[config.mk]
export PLATFORM = sky130hd
export DESIGN_NAME = tawa_uart_rx
export DESIGN_NICKNAME = d
export VERILOG_FILES = /design/src/rtl/tawa_uart_pkg.sv /design/src/rtl/tawa_uart_rx_sampler.sv /design/src/rtl/tawa_uart_rx.sv
export SDC_FILE = /design/constraint.sdc
export NUM_CORES = 1
export LEC_CHECK = 0
export ABC_AREA = 1
export CAP_MARGIN = 20
export CORE_MARGIN = 8
export CORE_UTILIZATION = 55
export DETAILED_ROUTE_END_ITERATION = 10
export PLACE_DENSITY_LB_ADDON = 0.15
export SLEW_MARGIN = 20
export SYNTH_ARGS = -nofsm -noshare
export SYNTH_HDL_FRONTEND = slang
export SYNTH_HIERARCHICAL = 1
export SYNTH_SLANG_ARGS = --single-unit
[constraint.sdc]
create_clock -name clk -period 1.9 [get_ports clk]
set_input_delay 0.38 -clock clk [delete_from_list [all_inputs] [get_ports clk]]
set_output_delay 0.38 -clock clk [all_outputs]
set_load 0.01 [all_outputs]
[src/rtl/tawa_uart_pkg.sv]
// tawa_uart_pkg: shared types and constants for the encoder-link UART receiver.
// Optional feature macro used by the receiver: TAWA_UART_RX_MAJORITY_EN.
package tawa_uart_pkg;

  // Receiver frame-tracking states.
  typedef enum logic [1:0] {
    IDLE  = 2'd0,
    START = 2'd1,
    DATA  = 2'd2,
    STOP  = 2'd3
  } rx_state_t;

  // Clock cycles per bit for a given system clock and baud rate.
  function automatic int calc_bps(input int clk_freq, input int baud);
    return clk_freq / baud;
  endfunction

  // 2-of-3 majority used by the optional glitch-rejecting bit decision.
  function automatic logic maj3(input logic a, input logic b, input logic c);
    return (a & b) | (a & c) | (b & c);
  endfunction

  localparam int   CLK_FREQ_DFLT = 50_000_000;
  localparam int   BAUD_DFLT     = 2_500_000;
  localparam int   BPS_CNT_DFLT  = calc_bps(CLK_FREQ_DFLT, BAUD_DFLT);
  localparam logic IDLE_LEVEL    = 1'b1;
  localparam int   DATA_BITS     = 8;
  localparam int   FLAG_HOLD     = BPS_CNT_DFLT;

endpackage

[src/rtl/tawa_uart_rx_sampler.sv]
// tawa_uart_rx_sampler: 2-flop synchroniser, falling-edge detect and bit decision.
// With TAWA_UART_RX_MAJORITY_EN defined the bit value is a 2-of-3 vote around the
// sample point and is presented one cycle after it; otherwise a single sample.
module tawa_uart_rx_sampler
  import tawa_uart_pkg::*;
(
  input  logic clk,
  input  logic rst_n,
  input  logic i_rx,
  input  logic i_samp_pt,
  output logic o_rx_s,
  output logic o_fall,
  output logic o_bit_val,
  output logic o_bit_vld
);

  logic r_sync1;
  logic r_sync2;
  logic r_prev;

  // Bring the asynchronous line into the clock domain and keep its last value.
  always_ff @(posedge clk) begin
    if (!rst_n) begin
      r_sync1 <= IDLE_LEVEL;
      r_sync2 <= IDLE_LEVEL;
      r_prev  <= IDLE_LEVEL;
    end else begin
      r_sync1 <= i_rx;
      r_sync2 <= r_sync1;
      r_prev  <= r_sync2;
    end
  end

  assign o_rx_s = r_sync2;
  assign o_fall = (~r_sync2) & r_prev;

`ifdef TAWA_UART_RX_MAJORITY_EN
  logic [1:0] r_hist;
  logic       r_samp_d;

  // Keep the two previous synchronised samples and delay the sample strobe by one.
  always_ff @(posedge clk) begin
    if (!rst_n) begin
      r_hist   <= {2{IDLE_LEVEL}};
      r_samp_d <= 1'b0;
    end else begin
      r_hist   <= {r_hist[0], r_sync2};
      r_samp_d <= i_samp_pt;
    end
  end

  // r_hist[1] = sample point - 1, r_hist[0] = sample point, r_sync2 = sample point + 1.
  assign o_bit_val = maj3(r_hist[1], r_hist[0], r_sync2);
  assign o_bit_vld = r_samp_d;
`else
  assign o_bit_val = r_sync2;
  assign o_bit_vld = i_samp_pt;
`endif

endmodule

[src/rtl/tawa_uart_rx.sv]
// tawa_uart_rx: 8N1 LSB-first receiver for the encoder link. Good bytes appear on
// data_in with flag_recv held for one bit period; bad stop bits pulse frame_err.
// Optional feature macro: TAWA_UART_RX_MAJORITY_EN (2-of-3 vote, decisions +1 cycle).
module tawa_uart_rx
  import tawa_uart_pkg::*;
#(
  parameter int CLK_FREQ = 50_000_000,
  parameter int BAUD     = 2_500_000,
  parameter int BPS_CNT  = calc_bps(CLK_FREQ, BAUD)
) (
  input  logic       clk,
  input  logic       rst_n,
  input  logic       rx,
  output logic [7:0] data_in,
  output logic       flag_recv,
  output logic       frame_err,
  output logic       rx_busy
);

  localparam int             CW       = $clog2(BPS_CNT);
  localparam int             FW       = $clog2(BPS_CNT + 1);
  localparam logic [CW-1:0]  CNT_MAX  = CW'(BPS_CNT - 1);
  localparam logic [CW-1:0]  SAMP_PT  = CW'(BPS_CNT / 2 - 1);
  localparam logic [FW-1:0]  HOLD_CYC = FW'(BPS_CNT);
  localparam logic [2:0]     IDX_LAST = 3'(DATA_BITS - 1);

  rx_state_t     r_state;
  rx_state_t     w_next;
  logic [CW-1:0] r_cnt;
  logic [2:0]    r_bit_idx;
  logic [7:0]    r_sh;
  logic [7:0]    r_data;
  logic [FW-1:0] r_flag_cnt;
  logic          r_flag;
  logic          r_err;
  logic          r_busy;

  logic w_rx_s;
  logic w_fall;
  logic w_bit_val;
  logic w_bit_vld;
  logic w_samp_pt;
  logic w_shift;
  logic w_idx_clr;
  logic w_load;
  logic w_err;

  // The timer only runs inside a frame, so the strobe never fires while idle.
  assign w_samp_pt = (r_state != IDLE) && (r_cnt == SAMP_PT);

  tawa_uart_rx_sampler u_sampler (
    .clk       (clk),
    .rst_n     (rst_n),
    .i_rx      (rx),
    .i_samp_pt (w_samp_pt),
    .o_rx_s    (w_rx_s),
    .o_fall    (w_fall),
    .o_bit_val (w_bit_val),
    .o_bit_vld (w_bit_vld)
  );

  // State register.
  always_ff @(posedge clk) begin
    if (!rst_n) begin
      r_state <= IDLE;
    end else begin
      r_state <= w_next;
    end
  end

  // Next-state and datapath control; every decision waits for a qualified bit.
  always_comb begin
    w_next    = r_state;
    w_shift   = 1'b0;
    w_idx_clr = 1'b0;
    w_load    = 1'b0;
    w_err     = 1'b0;
    case (r_state)
      IDLE: begin
        // A fall already implies the line is low; the level check keeps intent explicit.
        if (w_fall && (w_rx_s != IDLE_LEVEL)) begin
          w_next = START;
        end else begin
          w_next = IDLE;
        end
      end
      START: begin
        if (w_bit_vld) begin
          if (w_bit_val == IDLE_LEVEL) begin
            w_next = IDLE;
          end else begin
            w_next    = DATA;
            w_idx_clr = 1'b1;
          end
        end else begin
          w_next = START;
        end
      end
      DATA: begin
        if (w_bit_vld) begin
          w_shift = 1'b1;
          if (r_bit_idx == IDX_LAST) begin
            w_next = STOP;
          end else begin
            w_next = DATA;
          end
        end else begin
          w_next = DATA;
        end
      end
      STOP: begin
        if (w_bit_vld) begin
          w_next = IDLE;
          if (w_bit_val) begin
            w_load = 1'b1;
          end else begin
            w_err = 1'b1;
          end
        end else begin
          w_next = STOP;
        end
      end
      default: begin
        w_next = IDLE;
      end
    endcase
  end

  // Bit timer: held at zero while idle (this is the clear on the falling edge), wraps per bit.
  always_ff @(posedge clk) begin
    if (!rst_n) begin
      r_cnt <= '0;
    end else if ((r_state == IDLE) || (r_cnt == CNT_MAX)) begin
      r_cnt <= '0;
    end else begin
      r_cnt <= r_cnt + CW'(1);
    end
  end

  // Shift register and bit index; LSB arrives first so bits enter at the top.
  always_ff @(posedge clk) begin
    if (!rst_n) begin
      r_bit_idx <= 3'd0;
      r_sh      <= 8'h00;
    end else begin
      if (w_idx_clr) begin
        r_bit_idx <= 3'd0;
      end else if (w_shift) begin
        r_bit_idx <= r_bit_idx + 3'd1;
      end else begin
        r_bit_idx <= r_bit_idx;
      end
      if (w_shift) begin
        r_sh <= {w_bit_val, r_sh[7:1]};
      end else begin
        r_sh <= r_sh;
      end
    end
  end

  // Output byte updates only on a good stop bit; framing errors leave it untouched.
  always_ff @(posedge clk) begin
    if (!rst_n) begin
      r_data <= 8'h00;
    end else if (w_load) begin
      r_data <= r_sh;
    end else begin
      r_data <= r_data;
    end
  end

  // Received-flag hold counter; a new good byte reloads it.
  always_ff @(posedge clk) begin
    if (!rst_n) begin
      r_flag_cnt <= '0;
      r_flag     <= 1'b0;
    end else if (w_load) begin
      r_flag_cnt <= HOLD_CYC;
      r_flag     <= 1'b1;
    end else if (r_flag_cnt != '0) begin
      r_flag_cnt <= r_flag_cnt - FW'(1);
      r_flag     <= (r_flag_cnt != FW'(1));
    end else begin
      r_flag_cnt <= '0;
      r_flag     <= 1'b0;
    end
  end

  // Registered framing-error pulse and busy indication (busy mirrors state != IDLE).
  always_ff @(posedge clk) begin
    if (!rst_n) begin
      r_err  <= 1'b0;
      r_busy <= 1'b0;
    end else begin
      r_err  <= w_err;
      r_busy <= (w_next != IDLE);
    end
  end

  assign data_in   = r_data;
  assign flag_recv = r_flag;
  assign frame_err = r_err;
  assign rx_busy   = r_busy;

endmodule

## Word-level counts from Yosys, hierarchy flattened

Cells that the tools add are included.

- Register bits: 37
- Bits in writable memories: 0
- ROM bits: 0
- Word-level logic and storage cells: 57
- Memories kept: 0
- Bits in latches: 0
- Output and inout port bits: 11
- Bits of input ports: 3

- Reductions and logical operators: 11
- $mul: 0
- Equal/unequal tests: 7
- Add/sub/neg operators: 3
- Shift operators: 0
- Bitwise gates (word level): 4
- $lt $le $gt $ge: 0
- Mux-type cells: 19
- Divide/modulo/power cells: 0

Operators by type and width:

| operator | number |
|---|---|
| 1-bit 2-to-1 mux | 12 |
| 5-bit 2-to-1 mux | 2 |
| 2-bit 2-to-1 mux | 4 |
| 2-bit one-hot mux with 4 select lines | 1 |
| 5-bit by 1-bit adder with 5-bit output (second input constant) | 1 |
| 5-bit by 4-bit equality test with 1-bit output (second input constant) | 1 |
| 5-bit equality test (second input constant) | 1 |
| 5-bit by 1-bit != test with 1-bit output (second input constant) | 1 |
| 5-bit nonzero test | 1 |
| 5-bit by 1-bit subtractor with 5-bit output (second input constant) | 1 |
| 2-bit equality test (second input constant) | 2 |
| 2-bit nonzero test | 2 |
| 2-bit OR reduction | 2 |
| 3-bit by 1-bit adder with 3-bit output (second input constant) | 1 |
| 3-bit equality test (second input constant) | 1 |
| 1-bit inverter | 3 |
| 3-bit OR reduction | 1 |
| 2-bit by 1-bit equality test with 1-bit output (second input constant) | 1 |
| 1-bit logical AND | 2 |
| 2-bit zero test | 1 |
| 2-bit AND reduction | 1 |
| 1-bit AND | 1 |
| 1-bit logical OR | 1 |

## Logic depth before layout (Yosys ltp)

Gate-level depths: netlist (run 1).

- Depth in word-level cells: 6
- Gate-level depth with buffers: 12

## Modules after synthesis

Netlist (run 1), hierarchy kept.

By module, submodules not included:

| module | cells an instance | times used | area each (µm²) |
|---|---|---|---|
| tawa_uart_rx | 181 | 1 | 1,388.8 |
| tawa_uart_rx_sampler | 13 | 1 | 105.1 |

## Least setup slack after synthesis (run 1)

OpenSTA, ideal clock, no wires.

- Path type: register to register
- From: register r_cnt[0]
- To: register r_data[1] (netlist: data_in[1])
- Data arrival time: 1.416 ns
- Cell stages (with the launch flop): 11
- Period minus slack after synthesis: 1.532 ns
- Required time: 1.784 ns
- Setup slack: 0.368 ns
- Buffers on the path: 2
- Setup time: 0.116 ns
- Path through: dfxtp_1 ha_1 nand3_1 nor3_1 buf_4 nand2_1 nor2_4 inv_2 buf_6 nor2_1 nor2_1

- Cells in the longest elaborated chain, start to end: 4

Ends and longest elaborated chain:

| element | line | text |
|---|---|---|
| start, declared | tawa_uart_rx.sv:29 | `logic [CW-1:0] r_cnt;` |
| start signal, assigned | tawa_uart_rx.sv:136 | `r_cnt <= r_cnt + CW'(1);` |
| 5-bit by 4-bit equality test with 1-bit output | tawa_uart_rx.sv:49 | `assign w_samp_pt = (r_state != IDLE) && (r_cnt == SAMP_PT);` |
| 1-bit logical AND | tawa_uart_rx.sv:49 |  |
| via w_samp_pt | tawa_uart_rx.sv:42 | `logic w_samp_pt;` |
| 1-bit 2-to-1 mux | tawa_uart_rx.sv:112 | `if (w_bit_vld) begin` |
| 1-bit 2-to-1 mux | tawa_uart_rx.sv:78 | `case (r_state)` |
| end signal, assigned | tawa_uart_rx.sv:166 | `r_data <= r_sh;` |
| end signal, assigned | tawa_uart_rx.sv:168 | `r_data <= r_data;` |
| end, declared | tawa_uart_rx.sv:32 | `logic [7:0] r_data;` |

The timed path passes the listed nets, and every way through them passes these cells.
A chain may end at the register's enable or synchronous reset.

## Final worst setup path (run 1)

- From: register r_data[0] (netlist: data_in[0])
- To: output data_in[0]

RTL lines:

| element | line | text |
|---|---|---|
| end, declared | tawa_uart_rx.sv:14 | `output logic [7:0] data_in,` |

No word-level cell between the ends.

==> metrics.md, run 1 <==
| Metric | Value |
|---|---|
| Core area | around 2700 um2 |
| Sw power | around 430 uW |
| Crit end category | output port |
| Row count | 19 |
| Pwr Density | between 900 and 1000 nW/um2 |
| Clock Latency Late Sink | around 0.33 ns |
| Seq/Total Area, Yosys | 0.496 |
| RSZ-0062 raised after global routing | false |
| Final Critical Period | approximately 1.6 ns |
| Final period util | 0.837 |
| Reg clk slew, reported paths | roughly 0.1 ns |
| Routed Antenna Nets | 0 |
| Kind of cell adding the most delay to the critical path | buffers and inverters |
| Status | completed |
| Crit-path slowest cell | clkdlybuf4s50_1 |
| #FFs+latches synth | 37 |
| CP Data Arrival Time | between 1 and 1.5 ns |
| Post-synth cell types | 22 |
| Post-route cell area | 1710 um2 |
| Worst path max stage delay | between 0.5 and 0.6 ns |
| Sequential group share of total power | 0.550 |
| Vias in the first global route | 1,117 |
| Max_cap viols | 0 |
| Internal cell power | 1.13 mW |
| Critical Path, Cell by Cell | clkdlybuf4s50_1 |
| WL final | 2.60 mm |
| Post-synthesis net count | slightly above 200 |
| GRT overflow | 0 |
| Worst VDD drop | approximately 0.76 mV |
| Critical path type | reg -> out |
| Syn Inst Count | roughly 190 |
| CP bufs+invs | 1 |
| Drt drc | 0 |
| Die height | just under 70 um |
| Io pins | 14 |
| Synth warn | 6 |
| Syn_area_per_cell | just under 8 um2 |
| Combinational Power Share | 0.191 |
| Fmax | about 630 MHz |
| Critical Path Stages | 1 |
| Dpl hpwl | between 1.5 and 2 mm |
| Worst EP required | between 1.5 and 2 ns |
| H-tree levels | 2 |
| First-pass GRT wire length | around 4.6 mm |
| GP Congestion | between 0.8 and 0.9 |
| Initial antenna violation count | 0 |
| IO buf count | 13 |
| Root buffer cell | clkbuf_4 |
| First-pass iteration count of the detailed router | 4 |
| Die ar. | approximately 4600 um2 |
| Postcts setup bufs | 0 |
| Power share of the clock group | 0.258 |
| Placed Area | roughly 1600 um2 |
| Initial DRC Count | 31 |
| R2R depth | 8 |
| Routed wire per std cell | about 11 um |
| CTS tree | yes |
| Hold Path Cell Cnt | 2 |
| Chip width | between 60 and 70 um |
| Total GRT Usage | 0.129 |
| Slew Limit Fails | 0 |
| Largest net degree at the start of global routing | 22 |
| Crit start category | flip-flop |
| Layout cell share with drive strength beyond 1 | 0.0758 |
| P&R area growth vs syn | 14.4% |
| Least-Margin Pin Slew | between 0.3 and 0.4 ns |
| Max Buffers Root-to-Sink | 2 |
| Sink Count | 37 |
| Final hold viol count | 0 |
| DR vias | around 1.2k |
| Clk_skew | a little under 0.006 ns |
| Max FO, Critical Path | 2 |
| Initial Util | 0.561 |
| Setup TNS | 0 ns |
| Synth Cell Area | approximately 1500 um2 |
| DR vias/cell | ~4.9 |
| Sw frac | 0.278 |
| Setup violators final | 0 |
| Hold WC Path Type | reg -> reg |
| Nets | 220 |
| Ant diodes | 0 |
| Leakage | around 0.78 nW |
| Max-slew headroom | 0.784 |
| CTS Buf Count | 5 |
[metrics by stage]
stage               hold WS, ns  power [mW]   util  cells  setup slack [ns]
detailed placement        0.411        1.18  0.619    235             0.197
finish                    0.426        1.56  0.642    242             0.309
global placement          0.382        1.16  0.619    235             0.291
global route              0.442        1.67  0.642    242             0.126
floorplan                 0.380        1.10      -    194             0.368
CTS                       0.435        1.59  0.640    242             0.166
[layout by cell type, fill, tap and decap left out, drive strengths merged]
master / n
dfxtp: 37
nand2: 26
nand4: 2
inv: 34
nor3: 1
o21ai: 20
nand3: 7
nor2: 37
or2: 1
clkbuf: 7
xor2: 2
buf: 4
ha: 6
clkdlybuf4s50: 13
nor4: 1
xnor2: 2
a21oi: 11
[registers in the layout, indices dropped and copies added, names as in the netlist]
name                 count
data_in                  8
r_sh                     8
r_cnt                    5
r_flag_cnt               5
r_bit_idx                3
r_state                  2
flag_recv                1
frame_err                1
rx_busy                  1
u_sampler/o_bit_val      1
u_sampler/r_prev         1
u_sampler/r_sync1        1
[what timing repair did]
item                                    in CTS  in global routing
hold buffers                                 0                  0
endpoints found under the setup margin       0                  6
resized for setup                            0                  1
[power by group through the flow]
stage	clock (mW)	combinational, mW	sequential, mW
3_5_place_dp	0	0.306	0.878
6_report	0.403	0.299	0.859
4_1_cts	0.424	0.307	0.860
3_3_place_gp	0	0.290	0.873
2_1_floorplan	0	0.220	0.875
5_1_grt	0.450	0.355	0.866
[worst paths after layout]
| check | start | endpoint | slack, ns |
|---|---|---|---|
| max | data_in[0] | data_in[0] | 0.31 |
| min | u_sampler/r_sync1 | u_sampler/o_bit_val | 0.43 |
| max reg2reg | r_cnt[0] | data_in[2] | 0.31 |
| min reg2reg | u_sampler/r_sync1 | u_sampler/o_bit_val | 0.43 |
[synth_stat cells (all sizes together)]
library cell	instances	area, um2
clkbuf	1	3.75
nand4	2	12.5
nand3	7	35.0
nand2	26	97.6
buf	6	40.0
xor2	2	17.5
a21oi	11	62.6
xnor2	2	17.5
o21ai	20	100
inv	34	128
dfxtp	37	741
nor4	1	6.26
nor3	1	5.00
nor2	37	146
or2	1	6.26
ha	6	75.1
[cell families after synthesis]
logic type | count (synthesis) | share of synthesized area
adder cells (fa/ha/maj) | 6 | 0.0502
AO/OA/AOI/OAI | 31 | 0.109
flip-flops | 37 | 0.496
buffers and inverters | 41 | 0.115
AND/OR/NAND/NOR | 75 | 0.207
XOR/XNOR | 4 | 0.0235
[worst reg2reg max path, cell delays in order, from the launching register on]
cell and delay [ns]:
dfxtp_1 0.39, ha_1 0.17, nand3_1 0.09, nor3_2 0.21
nand2_1 0.19, nor2_4 0.15, buf_4 0.16, o21ai_0 0.09
nor2_1 0.09
[per-layer routing]
layer | global-route usage | part of all wire
met2 | 0.204 | 0.48
met4 | 0.0563 | 0.018
met3 | 0.0573 | 0.042
met5 | 0 | 0
met1 | 0.149 | 0.46
[layout make-up]
type,count,area [um2]
clock buffers,7,55.1
fillers,251,953
inverters,34,128
multi-input cells,116,587
flip-flops and latches,37,741
well taps,31,38.8
repair buffers,17,160
(Power assumes the default switching activity.)
==> inputs of run 2 (changes only) <==
--- a/config.mk
+++ b/config.mk
@@ -8,7 +8,7 @@
 export ABC_AREA = 1
 export CAP_MARGIN = 20
 export CORE_MARGIN = 8
-export CORE_UTILIZATION = 55
+export CORE_UTILIZATION = 50
 export DETAILED_ROUTE_END_ITERATION = 10
 export PLACE_DENSITY_LB_ADDON = 0.15
 export SLEW_MARGIN = 20
==> constraint.sdc (replaced) <==
create_clock -name clk -period 1.35 [get_ports clk]
set_input_delay 0.27 -clock clk [delete_from_list [all_inputs] [get_ports clk]]
set_output_delay 0.27 -clock clk [all_outputs]
set_load 0.01 [all_outputs]
==> run 2 against run 1 <==
The flow now finishes with violations (setup timing); largest cell class unchanged; sequential share of layout area is 3.4 points lower; non-clock buffer count increased by 10; clock power is 38% higher; die area grew 7.6%; global-route usage shrank 0.45 points; register-to-register slack lost 0.39 ns; worst hold slack lost 0.010 ns.
==> metrics.md, run 2 (same netlist as run 1, synthesis figures left out) <==
| Metric | Value |
|---|---|
| RSZ-0062 raised after global routing | true |
| Dpl hpwl | 2.05 mm (+6.1%) |
| Row count | 20 (+1) |
| CP bufs+invs | 3 (+2) |
| Kind of cell adding the most delay to the critical path | simple AND/OR/NAND/NOR gates |
| Worst reg2reg path endpoint | data_in[2] |
| Drt drc | 0 (unchanged) |
| Vias in the first global route | 1,201 (+7.5%) |
| Reg clk slew, reported paths | 0.11 ns (about the same) |
| Die ar. | 4990 um2 (+7.6%) |
| Clock Latency Late Sink | 0.34 ns (about the same) |
| Setup violators final | 18 (+18) |
| Io pins | 14 (unchanged) |
| # placed instances | 245 (+4.3%) |
| Worst VDD drop | 0.580 mV (-24%) |
| Critical Path, Cell by Cell | inv_2 > ha_4 > nand3_4 > nor3_4 > buf_6 > nand2_4 > nor2_4 > inv_2 > nor2_1 > nor2_1 |
| First-pass GRT wire length | 5.05 mm (+10%) |
| # hold bufs at CTS | 0 (unchanged) |
| Register area | 743 um2 (+0.34%) |
| Filler instances | 260 (+3.6%) |
| Failing checks | setup timing |
| Initial DRC Count | 68 (+120%) |
| Layout cell share with drive strength beyond 1 | 0.212 (+0.136) |
| Hold_sp | u_sampler/r_sync1 |
| Ant diodes | 0 (unchanged) |
| Pre-CTS setup slack | -0.0783 ns (-0.276 ns) |
| Total GRT Usage | 0.125 (-0.00452) |
| DR vias | 1,243 (+5.2%) |
| Nets | 230 (+4.5%) |
| GP Congestion | 0.783 (-6.1%) |
| Commonest non-fill, non-tap cells in the layout | dfxtp_1 (35), nor2_1 (33), inv_1 (30), nand2_1 (21) |
| FF-to-FF setup slack | -0.08 ns (-0.39 ns) |
| Max FO, Critical Path | 11 (+9) |
| Hold WC Path Type | reg -> reg |
| Post-route cell area | 1860 um2 (+9.0%) |
| Routed Antenna Nets | 0 (unchanged) |
| Root buffer cell | clkbuf_4 |
| Worst EP required | 1.59 ns (+0.07 ns) |
| GRT overflow | 0 (unchanged) |
| CP Data Arrival Time | 1.67 ns (+0.46 ns) |
| P&R area growth vs syn | 24.7% |
| First-pass iteration count of the detailed router | 4 (unchanged) |
| WL final | 2.93 mm (+13%) |
| Crit end category | flip-flop |
| Max Buffers Root-to-Sink | 2 (unchanged) |
| Hold Path Cell Cnt | 2 (unchanged) |
| Initial Util | 0.506 (-0.0552) |
| Critical Path Stages | 10 (+9) |
| Sink Count | 37 (unchanged) |
| Max-slew headroom | 0.824 (+0.0401) |
| CTS tree | yes |
| Chip width | 70.7 um (+3.7%) |
| CTS Buf Count | 5 (unchanged) |
| Final period util | 1.06 |
| Pwr Density | 1190 nW/um2 (+30%) |
| Multi-input gate area | 667 um2 (+14%) |
| Fmax | approximately 700 MHz |
| DR vias/cell | 4.87 (-0.20%) |
| Worst r2r src | r_cnt[1] |
| Routed wire per std cell | 11.5 um (+6.9%) |
| H-tree levels | 2 (unchanged) |
| Die height | 70.7 um (+3.7%) |
| Least-Margin Pin Slew | 0.262 ns (-0.0616 ns) |
| Placed Area | 1740 um2 (+5.8%) |
| Commonest non-fill, non-tap cell in the layout | dfxtp_1 |
| Status | finished, violations left |
| Slew Limit Fails | 0 (unchanged) |
| Clk_skew | 0.00768 ns (+0.00173 ns) |
| IO buf count | 13 (unchanged) |
| R2R depth | 10 (+2) |
| Core area | 2950 um2 (+11%) |
| Largest net degree at the start of global routing | 22 (unchanged) |
| Hold path endpoint | u_sampler/o_bit_val |
| Worst path max stage delay | 0.33 ns (-0.21 ns) |
| Post-route worst setup slack | -0.0785 ns (-0.387 ns) |
| Leakage | 0.915 nW (+18%) |
| Max_cap viols | 0 (unchanged) |
| Critical path type | reg -> reg |
| Fin cells | 255 (+5.4%) |
| Crit-path slowest cell | dfxtp_2 |
| Initial antenna violation count | 0 (unchanged) |
| Final hold viol count | 0 (unchanged) |
| Final Critical Period | 1.43 ns |
| Crit start category | flip-flop |
run 2: cell types whose count changed in the layout (fill, tap and decap cells not counted), moves of 4 or more:
| cell | previous run | this run |
|---|---|---|
| o21ai_1 | 0 | 6 |
| nand2_1 | 26 | 21 |
| clkdlybuf4s50_1 | 13 | 2 |
| nand2_2 | 0 | 4 |
| dlygate4sd2_1 | 0 | 11 |
| buf_4 | 4 | 11 |
| o21ai_0 | 20 | 11 |
run 2: final cells by class:
class	instances	share of cell area
timing repair buffer	27	0.125
inverter	34	0.0685
clock inverter	2	0.00537
multi-input combinational	116	0.358
sequential	37	0.399
clock buffer	6	0.0222
tap	33	0.0222
run 2: power by group:
part	internal [mW]	switching (mW)
Clock	0.198	0.359
Combinational	0.175	0.280
Sequential	1.17	0.0388
run 2: how the worst max path moves through the flow:
| stage | end | slack [ns] | from |
|---|---|---|---|
| after floorplan | data_in[2] | -0.06 | r_cnt[0] |
| after global placement | r_flag_cnt[1] | -0.02 | r_cnt[1] |
| after detailed placement | r_flag_cnt[0] | -0.08 | r_cnt[1] |
| after CTS | data_in[2] | -0.08 | r_cnt[1] |
| after global routing | data_in[6] | -0.18 | r_cnt[0] |
| final | data_in[2] | -0.08 | r_cnt[1] |
run 2: stage by stage:
| stage | power [mW] | setup TNS [ns] | util | hold slack (ns) |
|---|---|---|---|---|
| global route | 2.36 | -2.85 | 0.631 | 0.454 |
| CTS | 2.23 | -0.883 | 0.608 | 0.423 |
| detailed placement | 1.68 | -0.736 | 0.591 | 0.396 |
| global placement | 1.64 | -0.0432 | 0.591 | 0.392 |
| floorplan | 1.54 | -0.399 | - | 0.339 |
| finish | 2.22 | -0.723 | 0.631 | 0.416 |
run 2: what timing repair did:
item | in CTS | in global routing
pin swaps | 0 | 4
buffers inserted | 0 | 2
endpoints found under the setup margin | 29 | 28
resized for setup | 15 | 25
run 2: layer usage:
metal / GRT usage / vias up / share of wire
met5: 0 / - / 0
met4: 0.0577 / 0 / 0.016
met3: 0.0494 / 6 / 0.054
met2: 0.204 / 21 / 0.48
met1: 0.139 / 568 / 0.45
li1: - / 648 / -
run 2: worst min-delay path, cell delays in order (launching register included):
cell     delay, ns
dfxtp_1       0.32
inv_1         0.03
nand2_1       0.04
